`src/rtl/delay_arbiter_pkg.sv`:
```
// Shared definitions for delay_arbiter: FSM state encoding and default parameters.
package delay_arbiter_pkg;

    typedef enum logic [1:0] {
        IDLE = 2'd0,
        ARM  = 2'd1,
        RUN  = 2'd2,
        FIN  = 2'd3
    } state_e;

    localparam int DEF_NREQ        = 4;
    localparam int DEF_WDOG_CYCLES = 1023;

endpackage

```
`src/rtl/delay_arbiter_rr_pick.sv`:
```
// Combinational round-robin selector: first requester above 'last', wrapping around.
module rr_pick
    import delay_arbiter_pkg::*;
#(
    parameter  int NREQ = DEF_NREQ,
    localparam int LW   = $clog2(NREQ)
) (
    input  logic [NREQ-1:0] req_i,
    input  logic [LW-1:0]   last_i,
    output logic [NREQ-1:0] pick_o,
    output logic            valid_o
);

    logic [LW-1:0] pos;

    always_comb begin
        pick_o  = '0;
        valid_o = 1'b0;
        pos     = '0;
        // Offsets 1..NREQ put the previous owner last in the search order.
        for (int i = 1; i <= NREQ; i++) begin
            pos = LW'((int'(last_i) + i) % NREQ);
            if (!valid_o && req_i[pos]) begin
                pick_o[pos] = 1'b1;
                valid_o     = 1'b1;
            end
        end
    end

endmodule

```
`src/rtl/delay_arbiter.sv`:
```
// Round-robin arbiter sharing one delay timer among NREQ requesters.
// Optional RUN watchdog with sticky err output: define DELAY_ARBITER_WDOG_EN.
module delay_arbiter
    import delay_arbiter_pkg::*;
#(
    parameter int NREQ        = DEF_NREQ,
    parameter int WDOG_CYCLES = DEF_WDOG_CYCLES
) (
    input  logic            clock,
    input  logic            rst,
    input  logic [NREQ-1:0] req,
    input  logic            timer_of,
    output logic            timer_start,
    output logic [NREQ-1:0] grant,
    output logic [NREQ-1:0] done,
    output logic            busy,
    output logic            err
);

    localparam int LW = $clog2(NREQ);

    if (NREQ < 2 || NREQ > 8 || WDOG_CYCLES < 1) begin : g_bad_params
        $error("delay_arbiter: NREQ must be 2..8 and WDOG_CYCLES at least 1");
    end

    state_e          state_q, state_d;
    logic [NREQ-1:0] grant_q, grant_d;
    logic [NREQ-1:0] done_q, done_d;
    logic            timer_start_q, timer_start_d;
    logic            busy_q, busy_d;
    logic [LW-1:0]   last_q, last_d;
    logic [LW-1:0]   owner_idx;
    logic            owner_req;
    logic [NREQ-1:0] pick;
    logic            pick_valid;

    rr_pick #(.NREQ(NREQ)) u_pick (
        .req_i   (req),
        .last_i  (last_q),
        .pick_o  (pick),
        .valid_o (pick_valid)
    );

    always_comb begin
        owner_idx = '0;
        for (int i = 0; i < NREQ; i++) begin
            if (grant_q[i]) owner_idx = LW'(i);
        end
    end

    assign owner_req = |(req & grant_q);

`ifdef DELAY_ARBITER_WDOG_EN
    localparam int WW = $clog2(WDOG_CYCLES + 1);
    logic [WW-1:0] wdog_q, wdog_d;
    logic          err_q, err_d;
    logic          wdog_expired;

    assign wdog_expired = (wdog_q == WW'(WDOG_CYCLES));
    assign err          = err_q;
`else
    assign err = 1'b0;
`endif

    // NOTE: every signal written below gets a default first, so no path leaves one unassigned and no latch is inferred.
    always_comb begin
        state_d       = state_q;
        grant_d       = grant_q;
        done_d        = '0;
        timer_start_d = timer_start_q;
        last_d        = last_q;
`ifdef DELAY_ARBITER_WDOG_EN
        wdog_d        = wdog_q;
        err_d         = err_q;
`endif
        unique case (state_q)
            IDLE: begin
                if (pick_valid) begin
                    grant_d       = pick;
                    state_d       = ARM;
                    timer_start_d = 1'b0;
                end
            end
            ARM: begin
                state_d       = RUN;
                timer_start_d = 1'b1;
`ifdef DELAY_ARBITER_WDOG_EN
                wdog_d        = '0;
`endif
            end
            RUN: begin
                // Overflow outranks both a dropped request and watchdog expiry.
                if (timer_of) begin
                    state_d       = FIN;
                    done_d        = grant_q;
                    grant_d       = '0;
                    timer_start_d = 1'b0;
                    last_d        = owner_idx;
                end else if (!owner_req) begin
                    state_d       = IDLE;
                    grant_d       = '0;
                    timer_start_d = 1'b0;
                    last_d        = owner_idx;
`ifdef DELAY_ARBITER_WDOG_EN
                end else if (wdog_expired) begin
                    state_d       = IDLE;
                    grant_d       = '0;
                    timer_start_d = 1'b0;
                    last_d        = owner_idx;
                    err_d         = 1'b1;
                end else begin
                    wdog_d        = wdog_q + WW'(1);
`endif
                end
            end
            FIN: begin
                state_d       = IDLE;
                timer_start_d = 1'b0;
            end
            default: state_d = IDLE;
        endcase
        busy_d = (state_d != IDLE);
    end

    // NOTE: state registers use non-blocking assignments so all flops update together from pre-edge values.
    always_ff @(posedge clock) begin
        if (!rst) begin
            state_q       <= IDLE;
            grant_q       <= '0;
            done_q        <= '0;
            timer_start_q <= 1'b0;
            busy_q        <= 1'b0;
            last_q        <= LW'(NREQ - 1);
        end else begin
            state_q       <= state_d;
            grant_q       <= grant_d;
            done_q        <= done_d;
            timer_start_q <= timer_start_d;
            busy_q        <= busy_d;
            last_q        <= last_d;
        end
    end

`ifdef DELAY_ARBITER_WDOG_EN
    always_ff @(posedge clock) begin
        if (!rst) begin
            wdog_q <= '0;
            err_q  <= 1'b0;
        end else begin
            wdog_q <= wdog_d;
            err_q  <= err_d;
        end
    end
`endif

    assign timer_start = timer_start_q;
    assign grant       = grant_q;
    assign done        = done_q;
    assign busy        = busy_q;

endmodule

```
`config.mk`:
```
export PLATFORM = sky130hd
export DESIGN_NAME = delay_arbiter
export DESIGN_NICKNAME = d
export VERILOG_FILES = /design/src/rtl/delay_arbiter_pkg.sv /design/src/rtl/delay_arbiter_rr_pick.sv /design/src/rtl/delay_arbiter.sv
export SDC_FILE = /design/constraint.sdc
export NUM_CORES = 1
export LEC_CHECK = 0
export CAP_MARGIN = 10
export CORE_UTILIZATION = 40
export CTS_BUF_LIST = sky130_fd_sc_hd__clkbuf_4
export DETAILED_ROUTE_END_ITERATION = 10
export PLACE_DENSITY = 0.74
export SYNTH_ARGS = -nofsm -noshare
export SYNTH_HDL_FRONTEND = slang
export SYNTH_HIERARCHICAL = 1
export SYNTH_SLANG_ARGS = --single-unit
export TNS_END_PERCENT = 20
```
`constraint.sdc`:
```
create_clock -name clock -period 2.3 [get_ports clock]
set_clock_uncertainty 0.1 [all_clocks]
set_input_delay 0.46 -clock clock [delete_from_list [all_inputs] [get_ports clock]]
set_output_delay 0.46 -clock clock [all_outputs]
set_load 0.05 [all_outputs]
```
Word level (Yosys, flattened, before mapping)
Cells that the tools add are included.

storage, ports and cells
  bits in registers = 14
  input bits = 7
  word-level logic and storage cells = 87

operators by class
  add/subtract/negate cells = 4
  magnitude comparators = 8
  equal/unequal tests = 6
  muxes and demuxes = 41
  bitwise logic cells = 4
  reduce and logical (&&, ||, !) cells = 18

operators by type and width
  kind                 count
  $mux 4               7
  $mux 1               16
  $mux 2               7
  $lt 2x3->1 const B   4
  $or 4x4->4           3
  $bmux 1 s2           4
  $demux 1 s2          4
  $ge 2x1->1 const B   4
  $pmux 2 s4           1
  $pmux 4 s2           1
  $logic_and 1x1->1    7
  $reduce_and 3->1     2
  $add 2x1->2 const B  2
  $add 2x2->2 const B  2
  $and 4x4->4          1
  $eq 2x2->1 const B   2
  $ne 2x2->1 const B   2
  $pmux 1 s4           1
  $reduce_and 2->1     2
  $reduce_bool 2->1    2
  $reduce_or 4->1      1
  $logic_not 1->1      3
  $ne 3x3->1 const B   1
  $eq 2x1->1 const B   1
  $logic_not 2->1      1

Longest topological paths before layout
Gate-level depths: netlist of run 1.

  depth in word-level cells = 16
  gate-level depth with buffers = 9

Cells and area by module
The synthesis of run 1 kept the hierarchy.

by module, submodules not included
  module         instances  cells an instance  area an instance (sq um)
  delay_arbiter  1          79                 699.4
  rr_pick        1          48                 415.4

Worst setup path after synthesis of run 1
No wires, ideal clock.

  path type = reg-to-reg
  start point = reg last_q[0]
  end point = reg grant_q[2] (netlist: grant[2])
  setup time = 127 ps
  arrival time = 2021 ps
  data required time = 2073 ps
  slack = 52 ps
  cell stages (with the launch flop) = 9
  path buffers = 0
  clock period less this slack = 2248 ps
  cells stage by stage = dfxtp_1 > inv_1 > ha_1 > mux2_2 > nand4_1 > o21ai_0 > a221o_1 > nand3_1 > nand3_1

between the ends
  cells in the longest elaborated chain, start to end = 15

RTL lines
  element                                                              RTL line                     source
  start, declared                                                      delay_arbiter.sv:31          logic [LW-1:0] last_q, last_d;
  start signal, assigned                                               delay_arbiter.sv:133         last_q <= LW'(NREQ - 1);
  start signal, assigned                                               delay_arbiter.sv:140         last_q <= last_d;
  parallel branches: the longest is 12 deep, another holds $lt 2x3->1  n/a
  $mux 4 (*)                                                           delay_arbiter_rr_pick.sv:23  if (!valid_o && req_i[pos]) begin
  named net pick[2]                                                    delay_arbiter.sv:34          logic [NREQ-1:0] pick;
  $mux 4 (*)                                                           delay_arbiter.sv:78          if (pick_valid) begin
  $pmux 4 s2 (*)                                                       delay_arbiter.sv:76          unique case (state_q)
  end signal, assigned                                                 delay_arbiter.sv:136         grant_q <= grant_d;
  end, declared                                                        delay_arbiter.sv:27          logic [NREQ-1:0] grant_q, grant_d;

Mark *: on every way through the listed nets, which the timed path passes. The select of a mux whose other input is x is not followed.
A chain may end at the register's enable or synchronous reset.

Worst setup path in the final report of run 1
  start point = reg grant_q[3] (netlist: grant[3])
  end point = out grant[3]

RTL lines
  element        RTL line             source
  end, declared  delay_arbiter.sv:14  output logic [NREQ-1:0] grant,

No word-level cell between the ends.

==> metrics.md, run 1 <==
| Metric | Value |
|---|---|
| Outcome | `finished clean` |
| Placer Congestion | `0.828` |
| Final worst path period share | `a little over nine tenths` |
| Min Tclk post-route | `roughly 2.2 ns` |
| CP Cell Sequence | `clkdlybuf4s50_1` |
| CTS tree | `done` |
| Worst skew pair latency | `around 0.28 ns` |
| Post-Syn Instances | `127` |
| Reg2reg path depth | `8` |
| Initial DRC count | `34` |
| Crit. End Element | `output port` |
| Pwr per Cell Area | `760 nW/um^2` |
| Clk sinks | `14` |
| TritonCTS buffer count | `3` |
| Filler Cell Count | `253` |
| WP buf/inv | `1` |
| Final setup fails | `0` |
| Via count | `1051` |
| Synth cell types | `just over 40` |
| # H-tree levels | `1` |
| Peak VDD IR | `0.000389 V` |
| Top-Level Pins | `18` |
| Site Rows | `18` |
| Multi-input combinational cell area | `748 um^2` |
| Gr usage total | `18.9%` |
| Fmax | `461 MHz` |
| Post-Syn Nets | `142` |
| WL final | `approximately 2.5 mm` |
| Crit. path cell count | `1` |
| Top FF cell, synth | `dfxtp_1` |
| Avg Cell Area, Syn | `8.78 um^2` |
| Avg WL per Cell | `between 10 and 15 um` |
| Die Height | `54.8 um` |
| Fraction of registers with async set/reset | `0%` |
| Nets | `approximately 170` |
| Die area | `between 3000 and 4000 um^2` |
| Seq. cell area | `280 um^2` |
| Detailed Routing Iterations Pass 1 | `4` |
| Startpoint class of the critical path | `flop` |
| Clock Path Buffers | `2` |
| Post-Syn Area | `roughly 1100 um^2` |
| Commonest cells after routing, fill and taps aside | `16 x clkdlybuf4s50_1, 14 x dfxtp_1, 10 x buf_4` |
| Number of antenna diodes | `0` |
| Final Instance Area | `1350 um^2` |
| #FFs+latches synth | `14` |
| Initial Util | `43.8%` |
| Number of port buffers | `16` |
| Placed cell count | `175` |
| Die width | `54.8 um` |
| Reg clk slew, reported paths | `around 0.09 ns` |
| Hold depth | `1` |
| Global-route wire length before repair | `4.11 mm` |
| Final Hold Vio Count | `0` |
| Yosys warns | `6` |
| Residual DRC | `0` |
| Placed cell area | `1330 um^2` |
| Setup TNS | `0 ns` |
| Largest net degree at the start of global routing | `17` |
| CTS root buf | `clkbuf_4` |
| Post-synth EDFFs | `0` |
| Arr. time, crit path | `1.61 ns` |
| Critical path type | `reg -> out` |
| Unrepaired setup endpoints after global routing | `no` |
| Largest delay share family, worst path | `buffers and inverters` |
| Fin Hold WS | `0.436 ns` |
| DP HPWL | `1.85 mm` |
| Final ANT Viol Nets | `0` |
| Layout cells sized above 1 | `11.4%` |
| Worst hold-check path type | `reg -> reg` |
| Overall Power | `1.03 mW` |
| Postcts setup bufs | `0` |
| Congestion Overflow GR | `0` |
| Pins Over Slew Limit | `0` |
| CP Data Required Time | `~1.7 ns` |
| Vias in the first global route | `954` |
| Initial antenna violation count | `0` |
| Slowest cell delay on critical path | `0.85 ns` |
| Final Non-Filler Cells | `roughly 180` |
| Sequential element share of the synthesized area | `around 25%` |
| Max capacitance violation total | `0` |
| Pleak | `approximately 0.60 nW` |
| Commonest non-fill, non-tap cell in the layout | `clkdlybuf4s50_1` |
| Area added between synthesis and finish | `21.4%` |
| Crit path max fanout | `8` |
| Crit-path slowest cell | `clkdlybuf4s50_1` |
| DR vias/cell | `5.87` |
| Core Area | `2540 um^2` |
[state kept, by name (all words and copies together) (netlist names)]
| name | count |
|---|---|
| timer_start | 1 |
| last_q | 2 |
| grant | 4 |
| done | 4 |
| busy | 1 |
| state_q | 2 |
[layer usage]
layer,track usage [%],part of all wire (%),vias up
met5,0,0,-
met4,8.55,2.1,0
met3,2.50,4.1,7
met2,32.1,47,37
met1,23.2,46,485
li1,-,-,522
[metrics by stage]
stage          setup WS, ns  util, %
3_3_place_gp        -0.0618     52.2
5_1_grt              0.0551     53.2
4_1_cts               0.114     53.2
2_1_floorplan        0.0518        -
3_5_place_dp        -0.0734     52.2
6_report              0.129     53.2
[repair_timing]
item	4_1_cts	5_1_grt
endpoints found under the setup margin	0	3
gates resized for setup	0	1
hold buffers	0	0
[worst paths after layout]
kind | start | end | slack [ns]
setup / recovery | grant[3]$_SDFFE_PN0P_ | grant[3] | 0.13
hold / removal | grant[0]$_SDFFE_PN0P_ | done[0]$_SDFF_PN0_ | 0.44
setup reg to reg | last_q[1]$_SDFFE_PN1P_ | grant[3]$_SDFFE_PN0P_ | 0.19
hold reg to reg | grant[0]$_SDFFE_PN0P_ | done[0]$_SDFF_PN0_ | 0.44
[layout make-up]
| type | instances | area share (%) |
|---|---|---|
| inverters | 7 | 1.94 |
| clock inverters | 1 | 0.277 |
| multi-input cells | 98 | 55.3 |
| clock buffers | 3 | 1.66 |
| flip-flops and latches | 14 | 20.7 |
| repair buffers | 26 | 17.4 |
| well taps | 30 | 2.77 |
[power breakdown]
part	total (mW)	internal [mW]	switching, mW
Sequential	0.318	0.278	0.0405
Combinational	0.563	0.239	0.324
Clock	0.148	0.0630	0.0847
Total	1.03	0.580	0.449
[cell families after synthesis]
group	Yosys count	synth area share (%)
mux	11	11.6
other cells	1	0.336
simple gates	51	26.6
buf+inv	15	7.74
flops	14	25.1
compound gates	27	19.6
fa+ha+maj	8	8.98
[Yosys cell counts, types with 2 or more instances]
cell type	instances	area (um^2)
dfxtp_1	14	280
ha_1	8	100
mux2i_1	8	80.1
nand3_1	8	40.0
inv_1	7	26.3
nand4_1	6	37.5
nor2_1	6	22.5
nor2b_1	6	37.5
nand2_1	5	18.8
nand2b_1	5	31.3
o2111ai_1	5	43.8
a221o_1	4	40.0
and2_1	4	25.0
a21oi_1	3	15.0
buf_2	3	15.0
buf_6	3	33.8
o21ai_0	3	15.0
a22o_1	2	17.5
mux2_2	2	22.5
o211a_1	2	20.0
o32ai_1	2	17.5
or3b_1	2	17.5
No activity file was read; power rests on OpenSTA's default activity.
==> inputs of run 2 (changes only) <==
Settings changed: TNS_END_PERCENT 20 to not set.
==> results of run 2 <==
No change in the layout: final DEF, timing and power equal those of run 1.
==> inputs of run 3 (changes only) <==
Settings changed: PLACE_DENSITY 0.74 to 0.76, SETUP_SLACK_MARGIN set to 0.3, SYNTH_HIERARCHICAL 1 to not set.
==> run 3 against run 2 <==
Total power shrank 19%. Combinational power shrank 31%. Sequential power is 3% lower. First-iteration DRC count down 65%. Setup slack improved by 0.19 ns. Synthesized cell count shrank 17%. Clock power down 6%. Global-route usage grew 0.81 points. Critical path depth grew 5.
==> metrics.md, run 3 <==
| Metric | Value |
|---|---|
| Slowest cell delay on critical path | `0.37 ns (was 0.85 ns)` |
| TritonCTS buffer count | `3 (unchanged)` |
| Met3 Resource Use GR | `1.82% (was 2.50%)` |
| Post-synthesis mux area share | `9.07% (was 11.6%)` |
| Sequential element share of the synthesized area | `29.9% (was 25.1%)` |
| Post-Syn Area | `938 um^2 (was 1110 um^2)` |
| Post-synthesis adder-cell area fraction | `10.7% (was 8.98%)` |
| Initial DRC count | `12 (was 34)` |
| Gr usage total | `19.7% (was 18.9%)` |
| Min Tclk post-route | `1.99 ns (was 2.17 ns)` |
| Pins Over Slew Limit | `0 (unchanged)` |
| Placer Congestion | `0.899 (was 0.828)` |
| Clock share of power | `16.7% (was 14.4%)` |
| Worst skew pair latency | `0.28 ns (about the same)` |
| Dominant cells by area after synthesis | `dfxtp_1 30%, ha_1 11%, a221o_1 4.3%, mux2i_1 4.3%, o211ai_1 4.0% (was dfxtp_1 25%, ha_1 9.0%, mux2i_1 7.2%, o2111ai_1 3.9%, a221o_1 3.6%)` |
| Final Non-Filler Cells | `162 (was 179)` |
| Final setup margin | `0.314 ns (was 0.129 ns)` |
| Pwr per Cell Area | `663 nW/um^2 (was 760 nW/um^2)` |
| Vias in the first global route | `900 (was 954)` |
| Post-Syn Nets | `120 (was 142)` |
| # H-tree levels | `1 (unchanged)` |
| WL final | `2.33 mm (was 2.46 mm)` |
| Initial antenna violation count | `0 (unchanged)` |
| Core Area | `2210 um^2 (was 2540 um^2)` |
| Max capacitance violation total | `0 (unchanged)` |
| Biggest area consumer among synthesized cells | `dfxtp_1 (unchanged)` |
| CP Cell Sequence | `clkinvlp_4 > ha_4 > mux4_2 > buf_4 > a221oi_1 > a221o_1 (was clkdlybuf4s50_1)` |
| Commonest cells after routing, fill and taps aside | `12 x dfxtp_1, 12 x buf_4, 9 x dlygate4sd2_1 (was 16 x clkdlybuf4s50_1, 14 x dfxtp_1, 10 x buf_4)` |
| Congestion Overflow GR | `0 (unchanged)` |
| Fin Hold WS | `0.436 ns (about the same)` |
| #FFs+latches synth | `14 (unchanged)` |
| Post-synth top cells | `14 x dfxtp_1, 9 x inv_1, 8 x ha_1 (was 14 x dfxtp_1, 8 x ha_1, 8 x mux2i_1, 8 x nand3_1, 7 x inv_1)` |
| Unrepaired setup endpoints after global routing | `yes (was no)` |
| Placed cell count | `154 (was 175)` |
| DR vias/cell | `5.73 (was 5.87)` |
| Avg WL per Cell | `14.4 um (was 13.7 um)` |
| Via count | `928 (was 1051)` |
| Reg clk slew, reported paths | `0.08 ns (was 0.09 ns)` |
| Crit path max fanout | `6 (was 8)` |
| DP HPWL | `1.66 mm (was 1.85 mm)` |
| Crit-path slowest cell | `dfxtp_4 (was clkdlybuf4s50_1)` |
| Die width | `50.4 um (was 54.8 um)` |
| Final setup fails | `0 (unchanged)` |
| Critical path type | `reg -> reg (was reg -> out)` |
| Outcome | `finished clean (unchanged)` |
| Global-route wire length before repair | `3.84 mm (was 4.11 mm)` |
| Area added between synthesis and finish | `34.3% (was 21.4%)` |
| Top FF cell, synth | `dfxtp_1 (unchanged)` |
| Number of port buffers | `16 (unchanged)` |
| Logic gate share of total power | `46.5% (was 54.7%)` |
| Residual DRC | `0 (unchanged)` |
| Simple-Gate Fraction of Synth Area | `19.7% (was 26.6%)` |
| CTS tree | `done (unchanged)` |
| CP Data Required Time | `2.42 ns (was 1.74 ns)` |
| Post-synth EDFFs | `0 (unchanged)` |
| GR peak layer | `met2 (unchanged)` |
| Internal Pwr Total | `0.497 mW (was 0.580 mW)` |
| Most instantiated library cell after synthesis | `dfxtp_1 (unchanged)` |
| Post-synthesis compound-gate area fraction | `23.1% (was 19.6%)` |
| Yosys warns | `0 (was 6)` |
| Post-Syn Instances | `105 (was 127)` |
| Met2 usage | `36.4% (was 32.1%)` |
| CTS root buf | `clkbuf_4 (unchanged)` |
| Die Height | `50.4 um (was 54.8 um)` |
| Top-Level Pins | `18 (unchanged)` |
| Clock Path Buffers | `2 (unchanged)` |
| Overall Power | `0.836 mW (was 1.03 mW)` |
| Post-synth top area share | `29.9% (was 25.1%)` |
| Sequential share of power | `36.9% (was 30.9%)` |
| Pleak | `0.539 nW (was 0.599 nW)` |
| Avg Cell Area, Syn | `8.94 um^2 (was 8.78 um^2)` |
| Largest net degree at the start of global routing | `14 (was 17)` |
| Site Rows | `17 (was 18)` |
| Crit. End Element | `flop (was output port)` |
| Startpoint class of the critical path | `flop (unchanged)` |
| Worst hold-check path type | `reg -> reg (unchanged)` |
| Filler Cell Count | `209 (was 253)` |
| Main combinational cell family by area after synthesis | `compound AO/OA/AOI/OAI gates (was simple AND/OR/NAND/NOR gates)` |
| Layout cells sized above 1 | `20.9% (was 11.4%)` |
| Nets | `150 (was 165)` |
| Arr. time, crit path | `2.10 ns (was 1.61 ns)` |
| Fraction of registers with async set/reset | `0% (unchanged)` |
| Die area | `2540 um^2 (was 3000 um^2)` |
| Sw Ratio | `40.6% (was 43.6%)` |
| Xor-xnor portion of the synthesized cell area | `0% (unchanged)` |
| Hold_buf cts | `0 (unchanged)` |
| Pre-CTS setup slack | `-0.145 ns (was -0.0734 ns)` |
| Synth cell types | `32 (was 41)` |
| Final ANT Viol Nets | `0 (unchanged)` |
| Sw power | `0.339 mW (was 0.449 mW)` |
| Met1 Usage GRT | `22.4% (was 23.2%)` |
| Fmax | `504 MHz (was 461 MHz)` |
| Final Hold Vio Count | `0 (unchanged)` |
| Initial Util | `42.4% (was 43.8%)` |
| Number of antenna diodes | `0 (unchanged)` |
| Final worst path period share | `86.3% (was 94.4%)` |
| Clk sinks | `14 (unchanged)` |
| Detailed Routing Iterations Pass 1 | `4 (unchanged)` |
| Peak VDD IR | `0.000353 V (was 0.000389 V)` |
==> run 3: per-layer routing <==
layer,wire (um),vias to the layer above
met3,73,4
met1,1040,444
met4,37,0
met5,0,-
li1,-,451
met2,1180,29
==> run 3: power by group through the flow <==
| stage | Sequential [mW] | Combinational (mW) | Clock, mW |
|---|---|---|---|
| final | 0.308 | 0.389 | 0.139 |
| after global routing | 0.313 | 0.423 | 0.155 |
| after CTS | 0.310 | 0.359 | 0.141 |
| after detailed placement | 0.316 | 0.364 | 0 |
| after global placement | 0.315 | 0.355 | 0 |
| after floorplan | 0.377 | 0.186 | 0 |
==> run 3: layout make-up <==
| cell class | instances | area [um^2] | area share (%) |
|---|---|---|---|
| inverter | 9 | 37.5 | 2.98 |
| clock inverter | 1 | 3.75 | 0.298 |
| tap | 28 | 35.0 | 2.78 |
| multi-input combinational | 78 | 623 | 49.5 |
| clock buffer | 3 | 22.5 | 1.79 |
| timing repair buffer | 29 | 250 | 19.9 |
| sequential | 14 | 288 | 22.8 |
==> run 3: logic make-up after synthesis <==
kind of cell | Yosys count
AO/OA/AOI/OAI | 30
adder cells (fa/ha/maj) | 8
buffers and inverters | 13
flip-flops | 14
multiplexers | 7
other | 1
AND/OR/NAND/NOR | 32
==> run 3: path summary, 6_finish.rpt <==
| kind | slack, ns | end | startpoint | cells after the start |
|---|---|---|---|---|
| min reg2reg | 0.44 | done[2]$_SDFF_PN0_ | grant[2]$_SDFFE_PN0P_ | 2 |
| min | 0.44 | done[2]$_SDFF_PN0_ | grant[2]$_SDFFE_PN0P_ | 2 |
| max reg2reg | 0.31 | grant[3]$_SDFFE_PN0P_ | last_q[0]$_SDFFE_PN1P_ | 6 |
| max | 0.31 | grant[3]$_SDFFE_PN0P_ | last_q[0]$_SDFFE_PN1P_ | 6 |
==> run 3: stage by stage <==
| stage | TNS [ns] | utilization [%] | area (um^2) |
|---|---|---|---|
| after floorplan | 0 | - | 953 |
| final | 0 | 57.0 | 1260 |
| after global placement | -0.511 | 53.5 | 1180 |
| after detailed placement | -0.562 | 53.5 | 1180 |
| after global routing | 0 | 57.0 | 1260 |
| after CTS | 0 | 54.8 | 1210 |
==> run 3: critical path, delay by kind of cell, from the launching register on <==
kind,cells,cell delay (ns)
AO/OA/AOI/OAI,2,0.47
flip-flops,1,0.37
multiplexers,1,0.36
adder cells (fa/ha/maj),1,0.31
buffers and inverters,2,0.30
==> run 3: what timing repair did <==
action,4_1_cts,5_1_grt
endpoints found under the setup margin,9,4
setup buffers,1,3
gates resized for setup,11,6
